<file path="src/rtl/pipeline_perf_counter.sv">
// Pipeline performance counter: one free-running cycle counter plus N_CH
// event counters, a snapshot shadow bank and a registered read port.
// Optional build macro PERF_SATURATE_EN: counters hold at all-ones instead
// of wrapping (overflow flags behave identically in both builds).
module pipeline_perf_counter #(
  parameter int N_CH  = 4,
  parameter int CNT_W = 32,
  parameter int SEL_W = $clog2(N_CH + 1)
) (
  input  logic             clk_i,
  input  logic             rst_i,
  input  logic             start_i,
  input  logic             freeze_i,
  input  logic [N_CH-1:0]  event_i,
  input  logic             clear_i,
  input  logic             snap_i,
  input  logic [SEL_W-1:0] rd_sel_i,
  output logic [CNT_W-1:0] rd_data_o,
  output logic [N_CH:0]    ovf_o,
  output logic             snap_valid_o,
  output logic [1:0]       state_o
);

  typedef enum logic [1:0] {
    IDLE   = 2'd0,
    RUN    = 2'd1,
    FROZEN = 2'd2
  } state_e;

  state_e           state_q, state_d;
  logic [N_CH-1:0]  evt_q, evt_d;
  logic [CNT_W-1:0] cnt_q    [N_CH+1];
  logic [CNT_W-1:0] cnt_d    [N_CH+1];
  logic [CNT_W-1:0] shadow_q [N_CH+1];
  logic [CNT_W-1:0] shadow_d [N_CH+1];
  logic [N_CH:0]    ovf_q, ovf_d;
  logic             snap_valid_q, snap_valid_d;
  logic [CNT_W-1:0] rd_data_q, rd_data_d;
  logic [N_CH:0]    inc;
  logic             run;

  assign run = (state_q == RUN);

  // Next-state logic; dropping start_i returns to IDLE from any state.
  always_comb begin
    state_d = state_q;
    if (!start_i) begin
      state_d = IDLE;
    end else begin
      unique case (state_q)
        IDLE:    state_d = RUN;
        RUN:     if (freeze_i) state_d = FROZEN;
        FROZEN:  if (!freeze_i) state_d = RUN;
        default: state_d = IDLE;
      endcase
    end
  end

  // Increment requests: cycle counter and registered events, only while running.
  always_comb begin
    inc    = '0;
    inc[0] = run;
    if (run) inc[N_CH:1] = evt_q;
  end

  // Event stage, live counters, overflow flags and snapshot bank next state.
  always_comb begin
    evt_d = run ? event_i : '0;
    if (clear_i) evt_d = '0;
    ovf_d = ovf_q;
    for (int unsigned k = 0; k < N_CH + 1; k++) begin
      cnt_d[k]    = cnt_q[k];
      shadow_d[k] = snap_i ? cnt_q[k] : shadow_q[k];
      if (inc[k]) begin
        if (&cnt_q[k]) begin
          ovf_d[k] = 1'b1;
`ifdef PERF_SATURATE_EN
          cnt_d[k] = cnt_q[k];
`else
          cnt_d[k] = '0;
`endif
        end else begin
          cnt_d[k] = cnt_q[k] + CNT_W'(1);
        end
      end
      if (clear_i) begin
        cnt_d[k] = '0;
        ovf_d[k] = 1'b0;
      end
    end
    // A snapshot taken together with a clear still leaves the bank valid.
    snap_valid_d = snap_valid_q;
    if (clear_i) snap_valid_d = 1'b0;
    if (snap_i)  snap_valid_d = 1'b1;
  end

  // Read mux; indices beyond the last channel return zero.
  always_comb begin
    rd_data_d = '0;
    for (int unsigned k = 0; k < N_CH + 1; k++) begin
      if (rd_sel_i == SEL_W'(k)) rd_data_d = shadow_q[k];
    end
  end

  // State register.
  always_ff @(posedge clk_i or negedge rst_i) begin
    if (!rst_i) state_q <= IDLE;
    else        state_q <= state_d;
  end

  // Datapath registers; reset discards any in-flight event or snapshot.
  always_ff @(posedge clk_i or negedge rst_i) begin
    if (!rst_i) begin
      evt_q        <= '0;
      ovf_q        <= '0;
      snap_valid_q <= 1'b0;
      rd_data_q    <= '0;
      for (int unsigned k = 0; k < N_CH + 1; k++) begin
        cnt_q[k]    <= '0;
        shadow_q[k] <= '0;
      end
    end else begin
      evt_q        <= evt_d;
      ovf_q        <= ovf_d;
      snap_valid_q <= snap_valid_d;
      rd_data_q    <= rd_data_d;
      for (int unsigned k = 0; k < N_CH + 1; k++) begin
        cnt_q[k]    <= cnt_d[k];
        shadow_q[k] <= shadow_d[k];
      end
    end
  end

  assign rd_data_o    = rd_data_q;
  assign ovf_o        = ovf_q;
  assign snap_valid_o = snap_valid_q;
  assign state_o      = state_q;

endmodule
</file>
<file path="config.mk">
export PLATFORM = sky130hd
export DESIGN_NAME = pipeline_perf_counter
export DESIGN_NICKNAME = d
export VERILOG_FILES = /design/src/rtl/pipeline_perf_counter.sv
export SDC_FILE = /design/constraint.sdc
export NUM_CORES = 1
export LEC_CHECK = 0
export BUFFER_PORTS_ARGS = -buffer_cell sky130_fd_sc_hd__buf_4
export CORE_ASPECT_RATIO = 0.9
export CORE_UTILIZATION = 45
export CTS_CLUSTER_SIZE = 40
export DETAILED_ROUTE_END_ITERATION = 8
export GPL_TIMING_DRIVEN = 1
export SETUP_SLACK_MARGIN = 0.4
export SYNTH_ARGS = -nofsm -noshare
export SYNTH_HDL_FRONTEND = slang
export SYNTH_SLANG_ARGS = --single-unit
</file>
<file path="constraint.sdc">
create_clock -name clk_i -period 3.2 [get_ports clk_i]
set_input_delay 0.16 -clock clk_i [delete_from_list [all_inputs] [get_ports clk_i]]
set_output_delay 0.16 -clock clk_i [all_outputs]
set_load 0.03 [all_outputs]
</file>
==> flow_metrics.tcl <==
set metrics [dict create \
    result_of_the_run "complete, no violations" \
    place_congestion 0.893 \
    hp-class "in2reg" \
    timing.critical_path.max_delay_family "simple AND/OR/NAND/NOR gates" \
    nNetsFinal 1557 \
    static_leakage_nw 8.68 \
    seq_area_frac_synth_pct 54.2 \
    buffering_stage_count_on_the_worst_path_with_inverters_included 1 \
    cp-start-kind "register" \
    largest_area_contributor_in_the_netlist "sky130_fd_sc_hd__dfrtp_1" \
    timing.critical_path.to_type "register" \
    synth_warn 0 \
    maxClockFrequency_mhz 399 \
    number_of_cells_on_the_worst_reg_to_reg_path 7 \
    globalRoute.totalOverflow 0 \
    synth_compound_gate_area_share_pct 6.25 \
    final_util_pct 52.4 \
    synth_top_family_by_area "simple AND/OR/NAND/NOR gates" \
    synth_top_area_share_pct 54.2 \
    wl_met3_um 2220 \
    first_global_vias 11400 \
    dp.final_hpwl_um 30200 \
    power_density_nw_per_um2 498 \
    die_h_um 185 \
    clock_path_buffers 3 \
    grt_pass1_wl_um 67500 \
    die_area_um2 38100 \
    syn-num-nets 1499 \
    floorplan.io_pins 53 \
    overall_global_routing_resource_usage_pct 23.3 \
    synth_adder_area_share_pct 0.372 \
    yosys.area_share.xor_xnor_pct 7.19 \
    cts.clk_slew.worst_paths_ns 0.06 \
    worst_clock_skew_ns 0.0112 \
    drt_antenna_net_count 0 \
    finish.cell_count_without_fillers 2043 \
    critical_path_peak_fanout 30 \
    worst_slew_pin_slew_ns 0.804 \
    grt_setup_unrepaired "no" \
    wl_met1_um 21200 \
    cts_max_level 2 \
    min_to "rd_data_o[11]$_DFF_PN0_" \
    setup_viol_count_final 0 \
    remaining_drc_errors 0 \
    drtPass1Iterations 5 \
    timing_max_transition_violations_final 0 \
    synthDistinctLibCells 71 \
    die_x_um 206 \
    hold-worst-slack_ns 0.124 \
    floorplan.core_area_um2 36500 \
    hold_depth 2 \
    detailed_route_vias_per_instance 5.74 \
    synthesis.instances 1481 \
    clock_root_cell "sky130_fd_sc_hd__clkbuf_16" \
    synthSimpleGateAreaFrac_pct 16.3 \
    detailroute.wirelength.met2_um 18200 \
    clkSinkCount 364 \
    routed_wl_um 42600 \
    port_buffers 52 \
    tritoncts.num_buffers 40 \
    cpPeakStageDelay_ns 0.72 \
    layout_setup_ws_ns 0.694 \
    post-cts-setup-buffers 0 \
    synth_edf_count 0 \
    timing.slew.headroom_pct 46.1 \
    yosys_register_bits 364 \
    setup.worst_path.class "reg2reg" \
    total_of_max_cap_violations 0 \
    grt_start_max_net_pins 112 \
    cts_tree "yes" \
    worstSkewPairLatency_ns 0.53 \
    critPathRequiredTime_ns 3.59 \
    hp-start "rd_sel_i[2]" \
    insertedDiodeCount 0 \
    vdd.ir_drop.worst_mv 0.278 \
    routed.top_layer "met4" \
    first_iter_violations 1004 \
    synthTopCellsByArea "sky130_fd_sc_hd__dfrtp_1 54%, sky130_fd_sc_hd__mux2_2 11%, sky130_fd_sc_hd__nor2_1 4.2%" \
    yosys-mux-area-fraction_pct 13.2 \
    crit_slowest_cell "sky130_fd_sc_hd__nor4_1" \
    period_minus_slack_ns 2.51 \
    flow.area_growth_from_synthesis_pct 13.7 \
    post_cts_resized 0 \
    worstPathCellList "ha_1 -> and2_1 -> nand4_1 -> nor4_1 -> a21o_1 -> buf_4 -> nor2_1" \
    place_worst_setup_slack_ns 0.765 \
    yosys_most_used_dff "sky130_fd_sc_hd__dfrtp_1" \
    final.period_utilization_pct 78.3 \
    cell_count_post_placement 1964 \
    synth-async-reset-ratio_pct 100 \
    std_cell_rows 66 \
    rr_endpoint "cnt_q[43]$_DFFE_PN0P_" \
    layout_cells_sized_above_1_pct 21.7 \
    detailroute.via_count 11700 \
    worstReg2RegStart "cnt_q[32]$_DFFE_PN0P_" \
    routedWlPerCell_um 20.9 \
    reg2reg_setup_slack_ns 0.69 \
    number_of_antenna_violations_at_the_first_check_in_global_routing 0 \
    worst-endpoint-arrival_ns 2.90 \
    setup_tns_ns 0 \
    netlist_area_before_placement_um2 16800 \
    syn-mean-instance-area_um2 11.3 \
    hold_violations 0 \
    initial_core_util_pct 46.1 \
]
## area by class of cell
cell class              instances  area [um2]
clock inverters                12         113
fillers                      3249       17400
clock buffers                  58        1160
well taps                     476         596
inverters                      19        71.3
flip-flops and latches        364        9110
multi-input cells            1024        7280
repair buffers                 90         785
## synthesized netlist by cell type, types with 8 or more instances
cell                       number
sky130_fd_sc_hd__o21ai_0       18
sky130_fd_sc_hd__nor2_1       190
sky130_fd_sc_hd__xnor2_1       68
sky130_fd_sc_hd__clkbuf_1      45
sky130_fd_sc_hd__and3_1        26
sky130_fd_sc_hd__a21oi_1       45
sky130_fd_sc_hd__nor4_1        14
sky130_fd_sc_hd__mux2i_1       24
sky130_fd_sc_hd__xor2_1        70
sky130_fd_sc_hd__o22ai_1       24
sky130_fd_sc_hd__nand3_1       57
sky130_fd_sc_hd__buf_2         21
sky130_fd_sc_hd__nand2_1       76
sky130_fd_sc_hd__and2_1         9
sky130_fd_sc_hd__and4_1        21
sky130_fd_sc_hd__or3_1          9
sky130_fd_sc_hd__nand4_1       50
sky130_fd_sc_hd__a22oi_1       24
sky130_fd_sc_hd__mux4_2         8
sky130_fd_sc_hd__inv_1         19
sky130_fd_sc_hd__dfrtp_1      364
sky130_fd_sc_hd__mux2_2       160
sky130_fd_sc_hd__nor3_1        30
sky130_fd_sc_hd__o211ai_1       9
## registers in the layout, summed over array words and instances (netlist names)
name	cells
state_o	2
cnt_q	160
snap_valid_o	1
ovf_o	5
evt_q	4
rd_data_o	32
shadow_q	160
## through the flow
| stage | total power [mW] | instance area [um2] |
|---|---|---|
| after floorplan | 4.92 | 16800 |
| after global placement | 5.12 | 17800 |
| after detailed placement | 5.12 | 17800 |
| after CTS | 9.62 | 19100 |
| after global routing | 9.84 | 19100 |
| final | 9.52 | 19100 |
## timing repair
action	CTS	global route
hold buffers	9	0
setup endpoints to repair	0	0
hold endpoints to repair	62	0
## layer usage
metal | up-vias | global-route usage, %
met1 | 5958 | 36.2
li1 | 5396 | -
met2 | 311 | 33.0
met3 | 64 | 3.64
met4 | 0 | 6.81
met5 | - | 0
## worst max path at each step
stage | end | cells past startpoint | start
finish | cnt_q[43]$_DFFE_PN0P_ | 7 | cnt_q[32]$_DFFE_PN0P_
floorplan | cnt_q[100]$_DFFE_PN0P_ | 8 | state_o[1]$_DFFE_PN0P_
global placement | cnt_q[58]$_DFFE_PN0P_ | 7 | cnt_q[32]$_DFFE_PN0P_
detailed placement | cnt_q[53]$_DFFE_PN0P_ | 7 | cnt_q[32]$_DFFE_PN0P_
global route | cnt_q[52]$_DFFE_PN0P_ | 7 | cnt_q[32]$_DFFE_PN0P_
CTS | cnt_q[43]$_DFFE_PN0P_ | 7 | cnt_q[32]$_DFFE_PN0P_
## layout by cell type, fill, tap and decap left out, types with 41 or more instances in the layout
cell and instances:
sky130_fd_sc_hd__buf_4 73, sky130_fd_sc_hd__xor2_1 70, sky130_fd_sc_hd__xnor2_1 68, sky130_fd_sc_hd__clkbuf_16 41, sky130_fd_sc_hd__nor2_1 190, sky130_fd_sc_hd__nand4_1 50, sky130_fd_sc_hd__nand2_1 76, sky130_fd_sc_hd__mux2_2 160
sky130_fd_sc_hd__dfrtp_1 364, sky130_fd_sc_hd__a21oi_1 45, sky130_fd_sc_hd__nand3_1 57
## logic make-up (layout without fill, tap and decap cells)
group	Yosys count	count (layout)
AO/OA/AOI/OAI	159	159
AND/OR/NAND/NOR	530	530
flip-flops	364	364
XOR/XNOR	138	138
multiplexers	192	192
buffers and inverters	93	179
adder cells (fa/ha/maj)	5	5
## power breakdown
group	internal (mW)	switching, mW	total (mW)	leakage (nW)
clock network	2.67	1.81	4.48	0.631
logic	0.118	0.285	0.402	2.97
registers	4.62	0.0192	4.64	5.08
(Power assumes the default switching activity.)
